### src/rtl/dbg_uart_tx.sv
// Debug UART byte transmitter: start / LSB-first data / optional parity / stop bits.
// o_rdy looks one cycle ahead so consecutive frames leave no idle gap on the line.
module dbg_uart_tx #(
    parameter int CLKFREQ  = 75_000_000,
    parameter int BAUDRATE = 115_200,
    parameter int DATABITS = 8,
    parameter int PARITY   = 0,
    parameter int STOPBITS = 1
) (
    input  logic       i_clk,
    input  logic       i_rst_n,
    input  logic       i_start,
    input  logic [7:0] i_data,
    output logic       o_rdy,
    output logic       o_busy,
    output logic       o_tx
);

    localparam int CPB = (CLKFREQ + BAUDRATE / 2) / BAUDRATE;
    localparam int CW  = (CPB < 2) ? 1 : $clog2(CPB);

    localparam logic [CW-1:0] CNT_LAST  = CW'(CPB - 1);
    localparam logic [2:0]    DBIT_LAST = 3'(DATABITS - 1);
    localparam logic [2:0]    SBIT_LAST = 3'(STOPBITS - 1);
    localparam logic [7:0]    DMASK     = 8'((16'd1 << DATABITS) - 16'd1);

    if (CPB < 2 || DATABITS < 5 || DATABITS > 8 || PARITY < 0 || PARITY > 2 ||
        STOPBITS < 1 || STOPBITS > 2) begin : g_cfg_err
        $error("dbg_uart_tx: illegal parameter combination");
    end

    typedef enum logic [2:0] {
        ST_IDLE   = 3'd0,
        ST_START  = 3'd1,
        ST_DATA   = 3'd2,
        ST_PARITY = 3'd3,
        ST_STOP   = 3'd4
    } state_e;

    // Odd mode inverts the XOR so the total count of ones becomes odd.
    function automatic logic calc_parity(input logic [7:0] d);
        logic p;
        if (PARITY == 1) begin
            p = ~^d;
        end else begin
            p = ^d;
        end
        return p;
    endfunction

    state_e        state_q, state_d;
    logic [CW-1:0] cnt_q,   cnt_d;
    logic [2:0]    bit_q,   bit_d;
    logic [7:0]    shreg_q, shreg_d;
    logic          par_q,   par_d;
    logic          tx_q,    tx_d;
    logic          busy_q,  busy_d;

    logic          cnt_last_s;
    logic          rdy_s;
    logic          accept_s;

    assign cnt_last_s = (cnt_q == CNT_LAST);
    assign rdy_s      = (state_q == ST_IDLE) ||
                        ((state_q == ST_STOP) && cnt_last_s && (bit_q == SBIT_LAST));
    assign accept_s   = i_start & rdy_s;

    assign o_rdy  = rdy_s;
    assign o_busy = busy_q;
    assign o_tx   = tx_q;

    // Next-state logic: an accept overrides everything, otherwise step the frame per bit period.
    always_comb begin
        state_d = state_q;
        cnt_d   = cnt_q;
        bit_d   = bit_q;
        shreg_d = shreg_q;
        par_d   = par_q;
        tx_d    = tx_q;
        busy_d  = busy_q;
        if (accept_s) begin
            state_d = ST_START;
            cnt_d   = '0;
            bit_d   = 3'd0;
            shreg_d = i_data & DMASK;
            par_d   = calc_parity(i_data & DMASK);
            tx_d    = 1'b0;
            busy_d  = 1'b1;
        end else if (state_q == ST_IDLE) begin
            cnt_d  = '0;
            bit_d  = 3'd0;
            tx_d   = 1'b1;
            busy_d = 1'b0;
        end else if (!cnt_last_s) begin
            cnt_d = cnt_q + CW'(1);
        end else begin
            cnt_d = '0;
            case (state_q)
                ST_START: begin
                    state_d = ST_DATA;
                    bit_d   = 3'd0;
                    tx_d    = shreg_q[0];
                end
                ST_DATA: begin
                    if (bit_q != DBIT_LAST) begin
                        bit_d   = bit_q + 3'd1;
                        shreg_d = {1'b0, shreg_q[7:1]};
                        tx_d    = shreg_q[1];
                    end else if (PARITY != 0) begin
                        state_d = ST_PARITY;
                        tx_d    = par_q;
                    end else begin
                        state_d = ST_STOP;
                        bit_d   = 3'd0;
                        tx_d    = 1'b1;
                    end
                end
                ST_PARITY: begin
                    state_d = ST_STOP;
                    bit_d   = 3'd0;
                    tx_d    = 1'b1;
                end
                ST_STOP: begin
                    tx_d = 1'b1;
                    if (bit_q != SBIT_LAST) begin
                        bit_d = bit_q + 3'd1;
                    end else begin
                        state_d = ST_IDLE;
                        bit_d   = 3'd0;
                        busy_d  = 1'b0;
                    end
                end
                default: begin
                    state_d = ST_IDLE;
                    bit_d   = 3'd0;
                    tx_d    = 1'b1;
                    busy_d  = 1'b0;
                end
            endcase
        end
    end

    // State and output registers; reset drives the line high immediately.
    always_ff @(posedge i_clk or negedge i_rst_n) begin
        if (!i_rst_n) begin
            state_q <= ST_IDLE;
            cnt_q   <= '0;
            bit_q   <= 3'd0;
            shreg_q <= 8'd0;
            par_q   <= 1'b0;
            tx_q    <= 1'b1;
            busy_q  <= 1'b0;
        end else begin
            state_q <= state_d;
            cnt_q   <= cnt_d;
            bit_q   <= bit_d;
            shreg_q <= shreg_d;
            par_q   <= par_d;
            tx_q    <= tx_d;
            busy_q  <= busy_d;
        end
    end

endmodule

### config.mk
export PLATFORM = sky130hd
export DESIGN_NAME = dbg_uart_tx
export DESIGN_NICKNAME = d
export VERILOG_FILES = /design/src/rtl/dbg_uart_tx.sv
export SDC_FILE = /design/constraint.sdc
export NUM_CORES = 1
export LEC_CHECK = 0
export ABC_AREA = 1
export CAP_MARGIN = 10
export CELL_PAD_IN_SITES_DETAIL_PLACEMENT = 2
export CELL_PAD_IN_SITES_GLOBAL_PLACEMENT = 2
export CORE_ASPECT_RATIO = 1.1
export CORE_MARGIN = 2
export CORE_UTILIZATION = 33
export CTS_CLUSTER_DIAMETER = 60
export DETAILED_ROUTE_END_ITERATION = 6
export PLACE_DENSITY = 0.77
export SYNTH_ARGS = -nofsm -noshare
export SYNTH_HDL_FRONTEND = slang
export SYNTH_SLANG_ARGS = --single-unit
### constraint.sdc
create_clock -name i_clk -period 2.2 [get_ports i_clk]
set_clock_uncertainty 0.15 [all_clocks]
set_input_delay 0.55 -clock i_clk [delete_from_list [all_inputs] [get_ports i_clk]]
set_output_delay 0.55 -clock i_clk [all_outputs]
set_load 0.01 [all_outputs]
; ---- Word level (Yosys, flattened, before mapping)
; Cells that the tools add are included.
[totals]
register_bits = 26
inputBits = 11
elab_cells = 64
[op_classes]
addsub = 2
n_eq_ne = 11
muxes = 30
n_bitwise = 1
n_reduce_logical = 14
[ops]
columns = operator, count
row1 = 8-bit 2-to-1 mux, 5
row2 = 10-bit 2-to-1 mux, 3
row3 = 3-bit 2-to-1 mux, 10
row4 = 3-bit one-hot mux with 4 select lines, 1
row5 = "10-bit by 1-bit adder with 10-bit output, second input constant", 1
row6 = "10-bit equality test, second input constant", 1
row7 = "3-bit != test, second input constant", 3
row8 = 1-bit 2-to-1 mux, 8
row9 = 4-bit AND reduction, 2
row10 = "3-bit by 2-bit equality test with 1-bit output, second input constant", 2
row11 = 3-bit logical NOT, 2
row12 = 3-bit one-hot mux with 2 select lines, 1
row13 = 2-bit nonzero test, 3
row14 = 3-bit nonzero test, 2
row15 = "4-bit != test, second input constant", 1
row16 = 1-bit one-hot mux with 2 select lines, 2
row17 = "3-bit by 1-bit adder with 3-bit output, second input constant", 1
row18 = "3-bit by 1-bit equality test with 1-bit output, second input constant", 1
row19 = "3-bit equality test, second input constant", 1
row20 = "3-bit by 1-bit != test with 1-bit output, second input constant", 1
row21 = 3-bit AND reduction, 1
row22 = 3-bit OR reduction, 1
row23 = 1-bit logical AND, 2
row24 = "2-bit != test, second input constant", 1
row25 = other kinds (2), 2

; ---- Depth between registers and ports, before layout
; Gate-level depths: netlist of run 1.
[logic_depth]
depth_word = 7
depth_mapped = 14

; ---- Worst setup path after synthesis of run 1
; Ideal clock, no wire load.
[synth_timing]
path_type = reg2out
start = register cnt_q[0]
end = output port o_rdy
arrival_ns = 1.040
t_required_ns = 1.500
path_slack_ns = 0.460
stages_incl_launch_ff = 9
path_buffers = 0
path_cell_list = dfrtp_1 inv_1 ha_1 inv_1 nor2_1 nand2_1 nor2_2 nand3_2 nand2_4
[synth_between]
elab_chain_len = 4
[synth_lines]
columns = element, line_no
row1 = from (decl), 52  ; logic [CW-1:0] cnt_q, cnt_d;
row2 = from (signal assigned), 155  ; cnt_q <= cnt_d;
row3 = 10-bit equality test, 63  ; assign cnt_last_s = (cnt_q == CNT_LAST);
row4 = 1-bit logical AND (2 in a row), 65  ; ((state_q == ST_STOP) && cnt_last_s && (bit_q == SBIT_LAST));
row5 = 1-bit logical OR, 64  ; assign rdy_s = (state_q == ST_IDLE) ||
row6 = to (decl), 14  ; output logic o_rdy,
; Every way passes these cells.

; ---- Worst setup path in the final report of run 1
; Same ends and word-level chain as after synthesis.

==> results of run 1 <==
layer usage:
metal	part of all wire	wire length, um
met5	0	0
met4	0.012	47
met3	0.021	80
met2	0.55	2140
met1	0.42	1610
per-stage QoR:
| step | instances | area, sq um | worst slack, ps | hold WS (ps) |
|---|---|---|---|---|
| 3_3_place_gp | 258 | 1710 | -21.8 | 308 |
| 2_1_floorplan | 183 | 1450 | 460 | 104 |
| 4_1_cts | 263 | 1760 | -33.6 | 341 |
| 6_report | 263 | 1780 | 19.2 | 329 |
| 3_5_place_dp | 258 | 1710 | -113 | 323 |
| 5_1_grt | 263 | 1780 | -109 | 368 |
cell type report:
cell class / count / area, sq um
Clock buffer: 4 / 45.0
Inverter: 23 / 86.3
Multi-Input combinational cell: 132 / 714
Tap cell: 54 / 67.6
Fill cell: 502 / 2470
Sequential cell: 26 / 652
Timing Repair Buffer: 24 / 214
power groups by stage:
| stage | sequential (mW) | clock (mW) | combinational (mW) |
|---|---|---|---|
| after floorplan | 0.716 | 0 | 0.566 |
| after global placement | 0.703 | 0 | 0.885 |
| after detailed placement | 0.715 | 0 | 0.949 |
| after CTS | 0.706 | 0.300 | 0.963 |
| after global routing | 0.725 | 0.314 | 1.09 |
| final | 0.704 | 0.292 | 0.958 |
Yosys cell counts, types with 2 or more instances:
library cell              count  area share
sky130_fd_sc_hd__inv_1       21       0.054
sky130_fd_sc_hd__o21ai_0     14       0.048
sky130_fd_sc_hd__nand2_4      3       0.023
sky130_fd_sc_hd__nor2_2       3       0.013
sky130_fd_sc_hd__nand2_1     58        0.15
sky130_fd_sc_hd__nor3_1       3       0.010
sky130_fd_sc_hd__ha_1         5       0.043
sky130_fd_sc_hd__dfrtp_1     25        0.43
sky130_fd_sc_hd__nand4_1      2      0.0086
sky130_fd_sc_hd__nand3_1     14       0.048
sky130_fd_sc_hd__nor2_4       2       0.016
sky130_fd_sc_hd__inv_2        2      0.0052
sky130_fd_sc_hd__nand2_2      2      0.0086
sky130_fd_sc_hd__a21oi_1      5       0.017
sky130_fd_sc_hd__nor2_1      14       0.036
state kept, by name, indices dropped and copies added, names as in the netlist:
register and flops:
cnt_q 10, shreg_q 8, bit_q 3, state_q 3, o_busy 1, o_tx 1
path summary, 6_finish.rpt:
kind                                          end  slack [ps]  cells past startpoint
hold / removal                   o_tx$_DFFE_PN1P_         330                      2
hold reg to reg                  o_tx$_DFFE_PN1P_         330                      2
min in group asynchronous      cnt_q[5]$_DFF_PN0_         490                      2
max in group asynchronous        o_tx$_DFFE_PN1P_        1110                      2
setup / recovery                            o_rdy          20                      9
setup reg to reg           shreg_q[2]$_DFFE_PN0P_         190                     13
tightest hold or removal path: stages (launching register included):
cell                      delay [ps]
sky130_fd_sc_hd__dfstp_2         380
sky130_fd_sc_hd__nand2_1          60
sky130_fd_sc_hd__nand2_1          50
kinds of logic after synthesis:
| family | share of synthesized area |
|---|---|
| and+or+nand+nor | 0.337 |
| DFF | 0.450 |
| buffers and inverters | 0.0708 |
| AOI/OAI and AO/OA | 0.0932 |
| adders and majority gates | 0.0431 |
| xor gates and xnor gates | 0.00604 |
timing repair:
action / 4_1_cts / 5_1_grt
gates resized for setup: 5 / 4
setup buffers: 1 / 0
endpoints found under the setup margin: 1 / 12
pin swaps: 1 / 1
hold buffers: 0 / 0
==> metrics.log, run 1 <==
INFO  metric layout_worst_path_cycle_share = 0.991
INFO  metric synth-edff-count = 0
INFO  metric die_height = 73.5 um
INFO  metric finalPower = 1.95 mW
INFO  metric grt.met2_usage = 0.350
INFO  metric totalNegativeSetupSlack = 0 ps
INFO  metric worst_ir_drop_vdd = 0.413 mV
INFO  metric cp_data_required_time = 1500 ps
INFO  metric sw_frac_of_total = 0.432
INFO  metric arrival = 1480 ps
INFO  metric cts_tree = built
INFO  metric placeableCoreArea = 4250 sq um
INFO  metric cts.reportedPaths.clkPinSlew = 100 ps
INFO  metric synth_fp_nets = 199
INFO  metric antenna_cells = 0
INFO  metric most_frequent_standard_cell_in_the_layout_excluding_fill_and_tap_cells = sky130_fd_sc_hd__nand2_1
INFO  metric post_synth_arst_share = 1.00
INFO  metric final_setup_violation_count = 0
INFO  metric fin_nets = 226
INFO  metric critical_path.startpoint = cnt_q[0]$_DFF_PN0_
INFO  metric timing.final.crit_period = 2180 ps
INFO  metric grt_util_met1 = 0.206
INFO  metric grt.busiest_layer = met2
INFO  metric crit_path_most_repeated_cell = sky130_fd_sc_hd__inv_1
INFO  metric initial_core_util = 0.341
INFO  metric clock_path_buffers = 2
INFO  metric yosysUniqueCellTypes = 25
INFO  metric ys_dominant_reg_cell = sky130_fd_sc_hd__dfrtp_1
INFO  metric die_x = 67.2 um
INFO  metric detailed_place_hpwl = 3020 um
INFO  metric per_cell_routed_wire_length = 14.8 um
INFO  metric finalMaxSlewViolations = 0
INFO  metric row_count = 25
INFO  metric setup.worst_path.end_class = output port
INFO  metric gpl.final_weighted_congestion = 0.775
INFO  metric grt_max_degree = 27
INFO  metric crit_path_max_fanout = 2
INFO  metric timing.critical_path.cells = inv_1 -> ha_1 -> inv_1 -> nor2_1 -> nand2_1 -> nor2_4 -> nand3_2 -> nand2_4 -> buf_6
INFO  metric total_global_route_track_usage = 0.182
INFO  metric timing.critical_path.from_type = flip-flop
INFO  metric max_stage_delay = 390 ps
INFO  metric grt_pass1_vias = 1,448
INFO  metric max_h_tree_level = 1
INFO  metric hold_viol_final = 0
INFO  metric synth.yosys.seq_area_share = 0.450
INFO  metric timing.rr.start = cnt_q[0]$_DFF_PN0_
INFO  metric power.density = 1100 nW/um^2
INFO  metric worst-path-buf-inv = 3
INFO  metric total_leakage_power = 0.878 nW
INFO  metric post-route-util = 0.418
INFO  metric crit_type = reg2out
INFO  metric yosys_register_bits = 26
INFO  metric met3_usage = 0.0230
INFO  metric worst_hold_path_startpoint = o_tx$_DFFE_PN1P_
INFO  metric worstSkewPairLatency = 280 ps
INFO  metric routed_wire_length = 3880 um
INFO  metric area_growth = 22.7%
INFO  metric p_int = 1.11 mW
INFO  metric routed-via-count = 1,282
INFO  metric worst_path_dominant_cell_family = simple AND/OR/NAND/NOR gates
INFO  metric ant_nets = 0
INFO  metric grt_pass1_wl = 6760 um
INFO  metric cap_violations = 0
INFO  metric grt_setup_unrepaired = true
INFO  metric syn_inst = 183
INFO  metric drive_above_1_share = 0.158
INFO  metric maximum_frequency_from_static_timing_analysis = 459 MHz
INFO  metric dieArea = 4940 sq um
INFO  metric cts_sinks = 26
INFO  metric detail_route.drc_violations = 0
INFO  metric drt_pass_1_iters = 4
INFO  metric top_level_ports = 14
INFO  metric p_comb_frac = 0.490
INFO  metric mappedNetlistArea = 1450 sq um
INFO  metric outcome = completed
INFO  metric cts_inserted_buffers = 3
INFO  metric synth_warnings = 0
INFO  metric post_synth.cell_area_avg = 7.92 sq um
INFO  metric timing.hold.worst.class = reg2reg
INFO  metric clock_power_share = 0.150
INFO  metric net-switching-power = 0.843 mW
INFO  metric layout.cells.most_common_list = sky130_fd_sc_hd__nand2_1, sky130_fd_sc_hd__dfrtp_1, sky130_fd_sc_hd__inv_1
INFO  metric drt-vias-per-instance = 4.87
INFO  metric pwr-share-seq = 0.360
INFO  metric antenna_found_initial = 0
INFO  metric root_buffer = sky130_fd_sc_hd__clkbuf_8
INFO  metric number_of_port_buffers = 13
INFO  metric drt_iter0_markers = 48
INFO  metric tightestPinTransition = 372 ps
INFO  metric maxSlewHeadroom = 0.750
INFO  metric gr_overflow_total = 0
INFO  metric highest_delay_cell_along_the_critical_path = sky130_fd_sc_hd__dfrtp_1
(Power assumes the default switching activity.)
==> run 2, diff against run 1 <==
- PLACE_DENSITY: 0.77 -> not set
- PLACE_DENSITY_LB_ADDON: not set -> 0.1
==> metrics.log, run 2 (synthesis results as in run 1) <==
INFO  metric outcome = completed
INFO  metric antenna_cells = 0
INFO  metric crit_type = reg2out
INFO  metric crit_path_most_repeated_cell = sky130_fd_sc_hd__inv_1
INFO  metric cts.reportedPaths.clkPinSlew = 90 ps
INFO  metric fin_nets = 226
INFO  metric timing.critical_path.from_type = flip-flop
INFO  metric antenna_found_initial = 0
INFO  metric post_cts_hold_buffer_count = 0
INFO  metric worst_path_dominant_cell_family = simple AND/OR/NAND/NOR gates
INFO  metric met3_usage = 0.0230
INFO  metric grt_max_degree = 27
INFO  metric total_leakage_power = 0.874 nW
INFO  metric placeableCoreArea = 4250 sq um
INFO  metric power.density = 1110 nW/um^2
INFO  metric worst-path-buf-inv = 3
INFO  metric grt_pass1_wl = 6620 um
INFO  metric maxSlewHeadroom = 0.758
INFO  metric r2r_cells = 14
INFO  metric totalNegativeSetupSlack = 0 ps
INFO  metric number_of_port_buffers = 13
INFO  metric tightestPinTransition = 364 ps
INFO  metric die_x = 67.2 um
INFO  metric timing.rr.start = cnt_q[0]$_DFF_PN0_
INFO  metric highest_delay_cell_along_the_critical_path = sky130_fd_sc_hd__dfrtp_1
INFO  metric drt_pass_1_iters = 3
INFO  metric drive_above_1_share = 0.158
INFO  metric whs_path_depth = 2
INFO  metric postLayoutCellArea = 1780 sq um
INFO  metric ant_nets = 0
INFO  metric clock_path_buffers = 2
INFO  metric gr_overflow_total = 0
INFO  metric placedCellCount = 259
INFO  metric timing.critical_path.cells = inv_1 -> ha_1 -> inv_1 -> nor2_1 -> nand2_1 -> nor2_2 -> nand3_2 -> nand2_4 -> buf_6
INFO  metric routed_wire_length = 3940 um
INFO  metric arrival = 1420 ps
INFO  metric drt_iter0_markers = 21
INFO  metric layout.cells.most_common_list = sky130_fd_sc_hd__nand2_1, sky130_fd_sc_hd__dfrtp_1, sky130_fd_sc_hd__inv_1
INFO  metric max_h_tree_level = 1
INFO  metric cap_violations = 0
INFO  metric cts_tree = built
INFO  metric grt_setup_unrepaired = true
INFO  metric worst_hold_path_startpoint = shreg_q[0]$_DFFE_PN0P_
INFO  metric detailed_place_hpwl = 2980 um
INFO  metric timing.hold.worst.class = reg2reg
INFO  metric final_setup_violation_count = 0
INFO  metric crit_path_max_fanout = 2
INFO  metric max_stage_delay = 390 ps
INFO  metric most_frequent_standard_cell_in_the_layout_excluding_fill_and_tap_cells = sky130_fd_sc_hd__nand2_1
INFO  metric root_buffer = sky130_fd_sc_hd__clkbuf_8
INFO  metric top_level_ports = 14
INFO  metric finalPower = 1.98 mW
INFO  metric finalMaxSlewViolations = 0
INFO  metric total_global_route_track_usage = 0.179
INFO  metric grt_pass1_vias = 1,407
INFO  metric area_growth = 22.7%
INFO  metric number_of_flip_flops_under_the_largest_register_name = 10
INFO  metric holdWs = 335 ps
INFO  metric per_cell_routed_wire_length = 15.0 um
INFO  metric post_cts.repair.setup_buffers = 0
INFO  metric max_flop_register = cnt_q
INFO  metric row_count = 25
INFO  metric grt.busiest_layer = met2
INFO  metric die_height = 73.5 um
INFO  metric dieArea = 4940 sq um
INFO  metric hold_viol_final = 0
INFO  metric timing.final.crit_period = 2120 ps
INFO  metric setup.worst_path.end_class = output port
INFO  metric critical_path.startpoint = cnt_q[0]$_DFF_PN0_
INFO  metric placed_area = 1710 sq um
INFO  metric cts_sinks = 26
INFO  metric layout_worst_path_cycle_share = 0.966
INFO  metric routed-via-count = 1,261
INFO  metric gpl.final_weighted_congestion = 0.836
INFO  metric initial_core_util = 0.341
INFO  metric final_standard_cell_count_with_taps_included_and_fillers_excluded = 263
INFO  metric largest_registers = cnt_q: 10 flops, shreg_q: 8 flops
INFO  metric cp_num_cells = 9
INFO  metric maximum_frequency_from_static_timing_analysis = 471 MHz
INFO  metric worstSkewPairLatency = 280 ps
INFO  metric grt_util_met1 = 0.219
INFO  metric cp_data_required_time = 1500 ps
INFO  metric detail_route.drc_violations = 0
INFO  metric worst_ir_drop_vdd = 0.449 mV
INFO  metric cts_inserted_buffers = 3
INFO  metric drt-vias-per-instance = 4.79
INFO  metric grt.met2_usage = 0.328
## run 2: cell types whose count changed in the layout (fill, tap and decap cells not counted)
cell	change
sky130_fd_sc_hd__clkbuf_1	-1
sky130_fd_sc_hd__clkbuf_8	+1
sky130_fd_sc_hd__inv_1	+1
sky130_fd_sc_hd__inv_2	-1
sky130_fd_sc_hd__nand2_2	+1
sky130_fd_sc_hd__nand2_4	-1
sky130_fd_sc_hd__nor2_2	+1
sky130_fd_sc_hd__nor2_4	-1
## run 2: worst min-delay path, delay by kind of cell, from the launching register on
kind | cells | cell delay [ps]
DFF | 1 | 350
and+or+nand+nor | 2 | 100
## run 2: final timing paths
check | endpoint | slack (ps)
worst max-delay path | o_rdy | 80
min in group asynchronous | cnt_q[3]$_DFF_PN0_ | 490
worst max register to register | shreg_q[1]$_DFFE_PN0P_ | 180
worst min register to register | shreg_q[0]$_DFFE_PN0P_ | 330
max in group asynchronous | o_tx$_DFFE_PN1P_ | 1100
worst min-delay path | shreg_q[0]$_DFFE_PN0P_ | 330
## run 2: repair_timing
action	CTS	global route
resized for setup	5	1
pin swaps	1	1
endpoints found under the hold margin	0	0
endpoints found under the setup margin	1	9
## run 2: metrics by stage
stage	utilization	setup WS, ps
finish	0.418	75.8
global route	0.418	-49.2
CTS	0.416	16.6
detailed placement	0.403	-62.0
global placement	0.403	-23.7
floorplan	-	460
## run 2: area by class of cell
type	count	area (sq um)
fillers	512	2470
well taps	54	67.6
clock buffers	4	55.1
repair buffers	24	214
multi-input cells	132	704
inverters	23	86.3
flip-flops and latches	26	652
## run 2: per-layer routing
| metal | vias to the layer above | wire length, um |
|---|---|---|
| met2 | 13 | 2070 |
| met3 | 5 | 80 |
| met5 | - | 0 |
| li1 | 626 | - |
| met4 | 0 | 44 |
| met1 | 617 | 1740 |
## run 2: where the power goes
group | switching [mW] | leakage [nW] | internal, mW
sequential | 0.0889 | 0.343 | 0.621
clock | 0.158 | 0.0288 | 0.160
combinational | 0.593 | 0.503 | 0.355
==> run 3, diff against run 2 <==
- REMOVE_ABC_BUFFERS: not set -> 1
==> metrics.log, run 3 (synthesis results as in run 1) <==
INFO  metric outcome = completed
INFO  metric cts_sinks = 26
INFO  metric largest_registers = cnt_q: 10 flops, shreg_q: 8 flops
INFO  metric total_leakage_power = 0.894 nW
INFO  metric clock_path_buffers = 2
INFO  metric layout_worst_path_cycle_share = 0.994
INFO  metric layout.cells.most_common_list = sky130_fd_sc_hd__nand2_1, sky130_fd_sc_hd__dfrtp_1, sky130_fd_sc_hd__inv_1, sky130_fd_sc_hd__buf_4
INFO  metric root_buffer = sky130_fd_sc_hd__clkbuf_8
INFO  metric maxSlewHeadroom = 0.701
INFO  metric cts_tree = built
INFO  metric timing.critical_path.from_type = flip-flop
INFO  metric finalPower = 2.06 mW
INFO  metric cap_violations = 0
INFO  metric cts_inserted_buffers = 3
INFO  metric holdWs = 329 ps
INFO  metric drt_iter0_markers = 53
INFO  metric maximum_frequency_from_static_timing_analysis = 457 MHz
INFO  metric antenna_found_initial = 0
INFO  metric grt_max_degree = 27
INFO  metric worst_ir_drop_vdd = 0.353 mV
INFO  metric fin_nets = 233
INFO  metric top_level_ports = 14
INFO  metric drive_above_1_share = 0.208
INFO  metric crit_type = reg2out
INFO  metric detail_route.drc_violations = 0
INFO  metric number_of_port_buffers = 13
INFO  metric final_setup_violation_count = 0
INFO  metric routed_wire_length = 4090 um
INFO  metric crit_path_max_fanout = 2
INFO  metric grt_pass1_wl = 6840 um
INFO  metric grt_pass1_vias = 1,454
INFO  metric regToRegSetupSlack = 120 ps
INFO  metric routed-via-count = 1,285
INFO  metric number_of_flip_flops_under_the_largest_register_name = 10
INFO  metric die_height = 73.5 um
INFO  metric total_global_route_track_usage = 0.186
INFO  metric detailed_place_hpwl = 3120 um
INFO  metric timing.hold.worst.class = reg2reg
INFO  metric setup.worst_path.end_class = output port
INFO  metric antenna_cells = 0
INFO  metric post_cts_hold_buffer_count = 0
INFO  metric worstSkewPairLatency = 270 ps
INFO  metric dieArea = 4940 sq um
INFO  metric area_growth = 27.3%
INFO  metric drt_pass_1_iters = 4
INFO  metric per_cell_routed_wire_length = 15.1 um
INFO  metric hold_viol_final = 0
INFO  metric most_frequent_standard_cell_in_the_layout_excluding_fill_and_tap_cells = sky130_fd_sc_hd__nand2_1
INFO  metric initial_core_util = 0.341
INFO  metric ant_nets = 0
INFO  metric gr_overflow_total = 0
INFO  metric drt-vias-per-instance = 4.76
INFO  metric cp_data_required_time = 1500 ps
INFO  metric tightestPinTransition = 446 ps
INFO  metric grt_setup_unrepaired = true
INFO  metric finalMaxSlewViolations = 0
INFO  metric row_count = 25
INFO  metric max_flop_register = cnt_q
INFO  metric timing.final.crit_period = 2190 ps
INFO  metric cts.reportedPaths.clkPinSlew = 90 ps
INFO  metric max_h_tree_level = 1
INFO  metric gpl.final_weighted_congestion = 0.794
INFO  metric die_x = 67.2 um
INFO  metric placeableCoreArea = 4250 sq um
INFO  metric arrival = 1490 ps
INFO  metric power.density = 1120 nW/um^2
-- run 3: cell count changes in the layout (fill, tap and decap cells not counted), sizes merged --
cell      previous run  this run
buf                 12        19
clkinvlp             0         1
inv                 23        22
-- run 3: stage by stage --
| stage | area, sq um | setup slack (ps) | cells | util | setup TNS (ps) |
|---|---|---|---|---|---|
| CTS | 1780 | -3.77 | 266 | 0.419 | -3.77 |
| global route | 1850 | -111 | 270 | 0.434 | -420 |
| floorplan | 1430 | 460 | 181 | - | 0 |
| finish | 1850 | 12.7 | 270 | 0.434 | 0 |
| detailed placement | 1710 | -119 | 259 | 0.403 | -119 |
| global placement | 1710 | -51.0 | 259 | 0.403 | -51.0 |
-- run 3: final cells by class --
type                            count  area, sq um
Multi-Input combinational cell    132          724
Sequential cell                    26          652
Tap cell                           54         67.6
Inverter                           23         90.1
Timing Repair Buffer               31          267
Clock buffer                        4         45.0
Fill cell                         507         2410
-- run 3: worst paths after layout --
path,end,depth (start not counted),from
hold reg to reg,shreg_q[7]$_DFFE_PN0P_,2,shreg_q[7]$_DFFE_PN0P_
setup / recovery,o_rdy,9,cnt_q[0]$_DFF_PN0_
setup reg to reg,cnt_q[0]$_DFF_PN0_,13,cnt_q[1]$_DFF_PN0_
min in group asynchronous,cnt_q[3]$_DFF_PN0_,2,i_rst_n
max in group asynchronous,o_tx$_DFFE_PN1P_,2,i_rst_n
hold / removal,shreg_q[7]$_DFFE_PN0P_,2,shreg_q[7]$_DFFE_PN0P_
-- run 3: worst max-delay path: stages (launching register included) --
cell and delay, ps:
sky130_fd_sc_hd__dfrtp_1 400, sky130_fd_sc_hd__inv_2 80, sky130_fd_sc_hd__ha_4 120, sky130_fd_sc_hd__inv_2 30, sky130_fd_sc_hd__nor2_2 80, sky130_fd_sc_hd__nand2_1 60, sky130_fd_sc_hd__nor2_2 130, sky130_fd_sc_hd__nand3_2 110
sky130_fd_sc_hd__nand2_4 90, sky130_fd_sc_hd__buf_6 100
-- run 3: routing by layer --
layer	vias to the layer above	track usage	share of wire
met1	634	0.208	0.42
met2	8	0.370	0.56
met5	-	0	0
met4	0	0.0476	0.0051
met3	2	0.0138	0.015
li1	641	-	-
-- run 3: power breakdown --
part / internal [mW] / switching (mW)
registers: 0.621 / 0.0950
clock network: 0.130 / 0.152
logic: 0.438 / 0.622
-- run 3: repair_timing --
item / in CTS / in global routing
pin swaps: 2 / 6
setup endpoints to repair: 1 / 19
buffers inserted: 3 / 4
resized for setup: 5 / 8
gates cloned: 0 / 0
